--- config.mk ---
export PLATFORM = sky130hd
export DESIGN_NAME = led_step_ctrl_flat
export DESIGN_NICKNAME = d
export VERILOG_FILES = /design/src/rtl/led_step_ctrl_if.sv /design/src/rtl/led_step_ctrl.sv /design/src/flat_wrapper.sv
export SDC_FILE = /design/constraint.sdc
export NUM_CORES = 1
export LEC_CHECK = 0
export CORE_MARGIN = 2
export CORE_UTILIZATION = 40
export DETAILED_ROUTE_END_ITERATION = 10
export PLACE_DENSITY = 0.56
export SLEW_MARGIN = 20
export SYNTH_ARGS = -nofsm -noshare
export SYNTH_HDL_FRONTEND = slang
export SYNTH_SLANG_ARGS = --single-unit
export TNS_END_PERCENT = 1
--- constraint.sdc ---
create_clock -name clk -period 4.3 [get_ports clk]
set_input_delay 0.43 -clock clk [delete_from_list [all_inputs] [get_ports clk]]
set_output_delay 0.43 -clock clk [all_outputs]
set_load 0.01 [all_outputs]
--- src/rtl/led_step_ctrl_if.sv ---
// Key/LED-stepper signal bundle: raw buttons in, registered stepping controls out.
// The controller takes the slave modport and the key driver takes the master modport.
interface led_step_ctrl_if;
  logic [2:0] key_n;
  logic       step;
  logic       dir;
  logic       run;
  logic [1:0] speed;

  modport master (output key_n, input step, dir, run, speed);
  modport slave  (input key_n, output step, dir, run, speed);
endinterface

--- src/rtl/led_step_ctrl.sv ---
// Three debounced push-buttons (speed / run-pause / direction) steering a periodic
// one-cycle step pulse whose period halves with each speed level.
module led_step_ctrl #(
  parameter int DB_CYC      = 1_000_000,
  parameter int BASE_PERIOD = 50_000_000
) (
  input  logic           clk,
  input  logic           rst_n,
  led_step_ctrl_if.slave bus
);

  typedef enum logic [1:0] {IDLE, PRESS_WAIT, PRESSED, RELEASE_WAIT} db_state_e;

  localparam int              DB_W    = (DB_CYC > 2) ? $clog2(DB_CYC) : 1;
  localparam logic [DB_W-1:0] DB_LAST = DB_W'(DB_CYC - 1);
  localparam logic [27:0]     BASE    = 28'(BASE_PERIOD);

  logic [2:0]      sync1_q, sync2_q;
  db_state_e       state_q  [3];
  db_state_e       state_d  [3];
  logic [DB_W-1:0] db_cnt_q [3];
  logic [DB_W-1:0] db_cnt_d [3];
  logic [2:0]      press_ev;

  logic [27:0] period, per_cnt_q, per_cnt_d;
  logic [1:0]  speed_q, speed_d;
  logic        run_q, run_d, dir_q, dir_d, step_q, step_d;
  logic        wrap;

  // Released level is 1, so the synchronizer resets high to avoid a phantom press.
  // NOTE: sequential state uses non-blocking (<=) so every flop samples pre-edge values.
  always_ff @(posedge clk or negedge rst_n) begin
    if (!rst_n) begin
      sync1_q <= '1;
      sync2_q <= '1;
    end else begin
      sync1_q <= bus.key_n;
      sync2_q <= sync1_q;
    end
  end

  // Debounce FSM, process 1: state and stable-count registers.
  always_ff @(posedge clk or negedge rst_n) begin
    if (!rst_n) begin
      for (int k = 0; k < 3; k++) begin
        state_q[k]  <= IDLE;
        db_cnt_q[k] <= '0;
      end
    end else begin
      for (int k = 0; k < 3; k++) begin
        state_q[k]  <= state_d[k];
        db_cnt_q[k] <= db_cnt_d[k];
      end
    end
  end

  // Debounce FSM, process 2: next state. A return from RELEASE_WAIT is bounce, not a press.
  // NOTE: every always_comb output gets a default first, so no path can infer a latch.
  always_comb begin
    for (int k = 0; k < 3; k++) begin
      state_d[k]  = state_q[k];
      db_cnt_d[k] = db_cnt_q[k];
      unique case (state_q[k])
        IDLE: if (!sync2_q[k]) begin
          state_d[k]  = PRESS_WAIT;
          db_cnt_d[k] = '0;
        end
        PRESS_WAIT: begin
          if (sync2_q[k])                 state_d[k]  = IDLE;
          else if (db_cnt_q[k] == DB_LAST) state_d[k]  = PRESSED;
          else                             db_cnt_d[k] = db_cnt_q[k] + 1'b1;
        end
        PRESSED: if (sync2_q[k]) begin
          state_d[k]  = RELEASE_WAIT;
          db_cnt_d[k] = '0;
        end
        RELEASE_WAIT: begin
          if (!sync2_q[k])                 state_d[k]  = PRESSED;
          else if (db_cnt_q[k] == DB_LAST) state_d[k]  = IDLE;
          else                             db_cnt_d[k] = db_cnt_q[k] + 1'b1;
        end
        default: state_d[k] = IDLE;
      endcase
    end
  end

  // Debounce FSM, process 3: one press event per accepted press.
  always_comb begin
    for (int k = 0; k < 3; k++)
      press_ev[k] = (state_q[k] == PRESS_WAIT) && (state_d[k] == PRESSED);
  end

  assign period = BASE >> speed_q;
  assign wrap   = run_q && (per_cnt_q == period - 28'd1);

  // A speed change restarts the period and swallows a step due in the same cycle.
  always_comb begin
    per_cnt_d = per_cnt_q;
    step_d    = 1'b0;
    speed_d   = speed_q;
    if (press_ev[0]) begin
      per_cnt_d = '0;
      speed_d   = speed_q + 2'd1;
    end else if (run_q) begin
      if (wrap) begin
        per_cnt_d = '0;
        step_d    = 1'b1;
      end else begin
        per_cnt_d = per_cnt_q + 28'd1;
      end
    end
    run_d = run_q ^ press_ev[1];
    dir_d = dir_q ^ press_ev[2];
  end

  always_ff @(posedge clk or negedge rst_n) begin
    if (!rst_n) begin
      per_cnt_q <= '0;
      speed_q   <= '0;
      run_q     <= 1'b1;
      dir_q     <= 1'b0;
      step_q    <= 1'b0;
    end else begin
      per_cnt_q <= per_cnt_d;
      speed_q   <= speed_d;
      run_q     <= run_d;
      dir_q     <= dir_d;
      step_q    <= step_d;
    end
  end

  assign bus.step  = step_q;
  assign bus.dir   = dir_q;
  assign bus.run   = run_q;
  assign bus.speed = speed_q;

endmodule

--- src/flat_wrapper.sv ---
// flat-port wrapper written by rule: the top's interface ports become plain ports
module led_step_ctrl_flat 
#(
  parameter int DB_CYC      = 1_000_000,
  parameter int BASE_PERIOD = 50_000_000
)
  (clk, rst_n, bus_key_n, bus_step, bus_dir, bus_run, bus_speed);
  led_step_ctrl_if bus_i ();
  input  logic clk;
  input  logic rst_n;
  input wire logic [$bits(bus_i.key_n)-1:0] bus_key_n;
  output wire logic [$bits(bus_i.step)-1:0] bus_step;
  output wire logic [$bits(bus_i.dir)-1:0] bus_dir;
  output wire logic [$bits(bus_i.run)-1:0] bus_run;
  output wire logic [$bits(bus_i.speed)-1:0] bus_speed;
  assign bus_i.key_n = bus_key_n;
  assign bus_step = bus_i.step;
  assign bus_dir = bus_i.dir;
  assign bus_run = bus_i.run;
  assign bus_speed = bus_i.speed;
  led_step_ctrl #(.DB_CYC(DB_CYC), .BASE_PERIOD(BASE_PERIOD)) u_core (.clk(clk), .rst_n(rst_n), .bus(bus_i));
endmodule
==> results of run 1 <==
## synth_stat cells, types with 10 or more instances
cell type / n / area share, %
and3_1: 18 / 2.0
clkbuf_1: 10 / 0.65
nand2_1: 67 / 4.4
nor3_1: 22 / 1.9
xnor2_1: 25 / 3.8
nand4_1: 24 / 2.6
ha_1: 12 / 2.6
nand3_1: 41 / 3.6
o21ai_0: 31 / 2.7
dfrtp_1: 98 / 43
a22o_1: 11 / 1.7
a21oi_1: 16 / 1.4
xor2_1: 32 / 4.9
nor4_1: 17 / 1.8
nor2_1: 62 / 4.0
inv_1: 26 / 1.7
## flip-flops by register name, indices dropped and copies added, names as in the netlist
signal,flops
u_core.db_cnt_q,60
u_core.per_cnt_q,28
u_core.state_q,6
u_core.sync1_q,3
u_core.sync2_q,3
u_core.bus.speed,2
u_core.bus.dir,1
u_core.bus.run,1
u_core.bus.step,1
## through the flow
stage / cell area (um2) / total power, uW / setup slack, ns / cells / hold slack [ns]
after floorplan: 5750 / 1120 / 1.79 / 622 / 0.134
after global placement: 6010 / 1160 / 1.37 / 795 / 0.346
after detailed placement: 6010 / 1160 / 1.26 / 795 / 0.347
after CTS: 6330 / 2060 / 1.24 / 811 / 0.212
after global routing: 6330 / 2120 / 0.870 / 811 / 0.264
final: 6330 / 2030 / 1.24 / 811 / 0.175
## layer usage
metal  up-vias  global-route usage (%)  share of wire, %
li1       2212                       -                 -
met1      2201                    22.5                50
met2        41                    27.7                46
met3         5                    3.98               3.0
met4         0                    4.21              0.69
met5         -                       0                 0
## kinds of logic (layout without fill, tap and decap cells)
family	Yosys count	after routing	synth area share, %
XOR/XNOR	57	57	8.68
AO/OA/AOI/OAI	87	87	9.70
multiplexers	11	11	2.00
adder cells (fa/ha/maj)	12	12	2.61
AND/OR/NAND/NOR	304	304	27.7
buffers and inverters	46	55	3.46
flip-flops	105	105	45.8
## worst paths after layout
check                                     from  cells after the start                   to
hold / removal                           rst_n                      1  u_core.db_cnt_q[42]
setup / recovery           u_core.bus.speed[0]                     10  u_core.per_cnt_q[5]
setup reg to reg           u_core.bus.speed[0]                     10  u_core.per_cnt_q[5]
max in group asynchronous                rst_n                      2    u_core.sync1_q[2]
hold reg to reg              u_core.sync1_q[2]                      0    u_core.sync2_q[2]
min in group clk             u_core.sync1_q[2]                      0    u_core.sync2_q[2]
## area by class of cell
cell class	instances	share of cell area, %
well taps	180	3.56
clock buffers	10	3.62
flip-flops and latches	105	41.7
inverters	26	1.54
repair buffers	13	1.86
clock inverters	6	1.42
multi-input cells	471	46.3
## power groups by stage
stage	Clock [uW]	Sequential, uW	Combinational, uW
after detailed placement	0	1070	93.8
after global placement	0	1070	89.7
after CTS	918	1050	93.4
after floorplan	0	1060	61.7
after global routing	954	1060	104
final	886	1050	90.1
## layout by cell type (no fill, tap or decap), types with 6 or more instances in the layout
cell type        count
a22o_1              11
nor2_1              62
nand2_1             67
a21oi_1             16
and2_1               7
xnor2_1             25
inv_1               26
clkdlybuf4s50_1      8
and3_1              18
or3_1                7
a21o_1               7
nand4_1             24
dfstp_2              7
o21ai_0             31
xor2_1              32
dfrtp_1             98
nor4_1              17
nand3b_1             6
nor3_1              22
mux2i_1              7
clkbuf_16            9
nand3_1             41
o31ai_1              6
ha_1                12
and4_1               6
## critical path: cells and delay by family, from the launching register on
kind	cells	cell delay, ns
AO/OA/AOI/OAI	3	1.05
AND/OR/NAND/NOR	2	0.58
flip-flops	1	0.49
adder cells (fa/ha/maj)	2	0.47
buffers and inverters	2	0.23
XOR/XNOR	1	0.13
==> out/metrics.yaml, run 1 <==
status: "completed"
cp.required_ns: 4.54
hold_class: "in2async"
seqCellArea_um2: 2640
drc: 0
combPwrFrac_pct: 4.4
gp_congestion: 0.794
fin_crit_ns: 3.06
ctsHoldBuffers: 0
detail-route-antenna-nets: 0
power.share.clock_pct: 43.7
intPower_uw: 1560
overflow: 0
antenna_found_initial: 0
clock_skew_ns: 0.00978
grt_start_max_net_pins: 68
switching_share_pct: 22.9
grt_use_total_pct: 16.9
drtPass1Iterations: 4
final.setup.tns_ns: 0
clock_path_buffers: 2
synth_ff_type: "dfrtp_1"
synth_edf_count: 0
nets: 643
viasPerCell: 5.50
synth_cell_type_count: 56
fillers: 1332
die_w_um: 124
syn_to_final_growth_pct: 9.98
routed_wirelength_mm: 11.8
cts-buffers-inserted: 9
cts-resized-gates: 0
post_drt_wl_per_cell_um: 14.6
pwr-share-seq_pct: 51.9
boundaryPins: 10
seq_area_frac_synth_pct: 45.8
start_util_pct: 41.1
maxSlewHeadroom_pct: 36.3
die_h_um: 124
rsz0062_at_grt: "no"
worstSetupStartpointType: "flip-flop"
tightestPinTransition_ns: 0.946
crit_path_end_kind: "flip-flop"
clk_pin_slew_worst_paths_ns: 0.07
slowest_stage: "o31ai_4"
crit_type: "reg2reg"
fmax_mhz: 327
rows: 43
drv_cap: 0
ir_drop_v: 0.000264
die_area_um2: 15400
yosysWarnings: 0
dr.first_iter.drc_count: 240
root_buffer: "clkbuf_16"
crit_arrival_ns: 3.30
multiInputGateArea_um2: 2930
crit_chain: "inv_1 > ha_1 > inv_1 > ha_1 > xnor2_1 > nor4_1 > nand4_1 > o31ai_4 > o21ai_0 > a21o_1"
first_global_vias: 4343
cts_tree: "done"
p_leak_uw: 0.00271
clkLatencyLatePin_ns: 0.35
critical_path.max_fanout: 17
finalSetupViolations: 0
p_per_area_nw_per_um2: 321
async_reset_ff_share_pct: 100
layout-drive-gt1-share_pct: 6.66
final_util_pct: 45.2
postSynthAreaPerCell_um2: 9.25
hold_viol: 0
synth_area_um2: 5750
syn_nets: 639
core_area_um2: 14000
switchingPower_uw: 465
h-tree-depth: 3
diodes: 0
clock-sinks: 105
min_period_over_period_pct: 71.0
ys_ff_latch: 105
port_buffers: 9
dpl.hpwl_mm: 8.16
cts_setup_buffers: 0
via_count: 4459
reg2reg_setup_slack_ns: 1.24
grt_pass1_wl_mm: 20.6
postSynthCellCount: 622
slew_violations: 0
cp_slowest_stage_delay_ns: 0.65
Power figures use the tool's default switching activity.
==> inputs of run 2 (changes only) <==
--- a/config.mk
+++ b/config.mk
@@ -8,7 +8,7 @@
 export CORE_MARGIN = 2
 export CORE_UTILIZATION = 40
 export DETAILED_ROUTE_END_ITERATION = 10
-export PLACE_DENSITY = 0.56
+export PLACE_DENSITY = 0.58
 export SLEW_MARGIN = 20
 export SYNTH_ARGS = -nofsm -noshare
 export SYNTH_HDL_FRONTEND = slang
==> constraint.sdc (replaced) <==
create_clock -name clk -period 2.5 [get_ports clk]
set_input_delay 0.25 -clock clk [delete_from_list [all_inputs] [get_ports clk]]
set_output_delay 0.25 -clock clk [all_outputs]
set_load 0.01 [all_outputs]
==> run 2 against run 1 <==
Total power is 66% higher. Register-to-register slack worse by 1.1 ns. Combinational power is 96% higher. First-iteration DRC count is 24% higher. Utilization is 1.6 points higher. Die area stayed put. Setup slack worse by 1.1 ns. Cell area is 3.6% higher. Hold slack better by 0.13 ns. Clock power is 56% higher. Sequential cell count stayed put.
==> out/metrics.yaml, run 2 (synthesis gave the netlist of run 1 again) <==
r2r-start: "u_core.bus.speed[0]"
core_area_um2: 14000  # unchanged
nets: 668  # +3.9%
hold_viol: 0  # unchanged
cp.required_ns: 2.74  # -1.80 ns
largest_reg_flops: 60  # unchanged
dp_cells: 816  # +2.6%
final_util_pct: 46.9  # +1.6 points
port_buffers: 9  # unchanged
h-tree-depth: 3  # unchanged
final_common_cell: "dfrtp_1"
post_drt_wl_per_cell_um: 14.4  # -0.98%
finalSetupViolations: 0  # unchanged
detail-route-antenna-nets: 0  # unchanged
crit_arrival_ns: 2.61  # -0.69 ns
via_count: 4577  # +2.6%
final_cells: 836  # +3.1%
cts-buffers-inserted: 9  # unchanged
boundaryPins: 10  # unchanged
final.setup.tns_ns: 0  # unchanged
layout-drive-gt1-share_pct: 10.7  # +4.0 points
hold_class: "in2reg"
p_leak_uw: 0.00283  # +4.5%
grt_start_max_net_pins: 76  # +12%
r2r_end: "u_core.per_cnt_q[5]"
start_util_pct: 41.1  # unchanged
gp_congestion: 0.875  # +10%
setup.worst_path.start: "u_core.bus.speed[0]"
multiInputGateArea_um2: 2950  # +0.56%
p_per_area_nw_per_um2: 513  # +60%
drtPass1Iterations: 4  # unchanged
die_w_um: 124  # unchanged
ir_drop_v: 0.000331  # +26%
die_area_um2: 15400  # unchanged
routed_wirelength_mm: 12.1  # +2.1%
final_cell_mix: "dfrtp_1, nand2_1, nor2_1"
overflow: 0  # unchanged
crit_type: "reg2reg"
tightestPinTransition_ns: 0.698  # -0.248 ns
worstSetupStartpointType: "flip-flop"
min_path_cells: 1
slew_violations: 0  # unchanged
clock-sinks: 105  # unchanged
grt_use_total_pct: 17.2  # +0.30 points
clock_path_buffers: 2  # unchanged
dpl.hpwl_mm: 8.31  # +1.8%
min_to: "u_core.sync1_q[0]"
critical_path.max_fanout: 5  # -12
rows: 43  # unchanged
cts_tree: "done"
crit_path_end_kind: "flip-flop"
min_period_over_period_pct: 94.7  # +24 points
status: "completed"
fmax_mhz: 423  # +29%
regMostFlops: "u_core.db_cnt_q"
seqCellArea_um2: 2640  # about the same
drv_cap: 0  # unchanged
grt_pass1_wl_mm: 20.8  # +1.3%
clkLatencyLatePin_ns: 0.35  # about the same
clock_skew_ns: 0.00422  # -0.00555 ns
die_h_um: 124  # unchanged
dr.first_iter.drc_count: 297  # +24%
clk_pin_slew_worst_paths_ns: 0.07  # about the same
reg2reg_setup_slack_ns: 0.13  # -1.11 ns
worstHoldStart: "bus_key_n[0]"
fillers: 1333  # +0.075%
viasPerCell: 5.47  # -0.42%
maxSlewHeadroom_pct: 53.3  # +17 points
first_global_vias: 4326  # -0.39%
top_regs: "u_core.db_cnt_q x60, u_core.per_cnt_q x28, u_core.state_q x6"
r2r_cells: 10  # unchanged
diodes: 0  # unchanged
fin_crit_ns: 2.37  # -0.689 ns
antenna_found_initial: 0  # unchanged
root_buffer: "clkbuf_16"
syn_to_final_growth_pct: 13.9
whs_ns: 0.301  # +0.126 ns
drc: 0  # unchanged
## run 2: cell types whose count changed in the layout (fill, tap and decap cells not counted), moves of 2 or more
cell and change:
bufinv_16 -2, clkbuf_8 +3, buf_12 +3, buf_6 +2, buf_4 +19
## run 2: layer usage
layer  routed length (um)  GRT usage [%]  up-vias  part of all wire, %
met3                  431           4.67       16                  3.6
met5                    0              0        -                    0
li1                     -              -     2267                    -
met1                 5990           23.8     2223                   50
met2                 5450           26.2       71                   45
met4                  188           5.27        0                  1.6
## run 2: area by class of cell
type	instances	area share, %
clock inverters	3	0.363
repair buffers	38	5.38
inverters	26	1.49
multi-input cells	471	45.0
well taps	180	3.44
clock buffers	13	4.12
flip-flops and latches	105	40.2
## run 2: where the power goes
part | internal, uW | switching (uW) | leakage (uW)
sequential | 1750 | 57.4 | 0.00143
combinational | 73.0 | 104 | 0.00127
clock | 759 | 618 | 0.000138
## run 2: per-stage QoR
step                      total power, uW  instance area (um2)  setup slack, ns
after global routing                 3530                 6550         -0.00362
after floorplan                      1930                 5750           0.0342
final                                3360                 6550            0.134
after detailed placement             2010                 6200           0.0746
after CTS                            3410                 6510           0.0649
after global placement               2010                 6200            0.135
## run 2: critical path, cell delays in order (launching register included)
cell and delay, ns:
dfrtp_2 0.41, inv_1 0.08, ha_1 0.17, inv_1 0.06
ha_1 0.30, xnor2_1 0.14, nor4_2 0.20, nand4_1 0.20
o31ai_4 0.38, o21ai_0 0.15, a21o_1 0.19
## run 2: worst max-delay path by stage
stage	endpoint	slack (ns)	cells past startpoint
3_3_place_gp	u_core.per_cnt_q[5]	0.13	10
5_1_grt	u_core.per_cnt_q[5]	-0.004	10
2_1_floorplan	u_core.per_cnt_q[12]	0.03	11
3_5_place_dp	u_core.per_cnt_q[5]	0.07	10
4_1_cts	u_core.per_cnt_q[5]	0.06	10
6_report	u_core.per_cnt_q[5]	0.13	10
## run 2: timing repair
item	4_1_cts	5_1_grt
buffers inserted	0	3
setup endpoints to repair	0	30
gates resized for setup	0	6
hold buffers	1	0
hold endpoints to repair	28	0
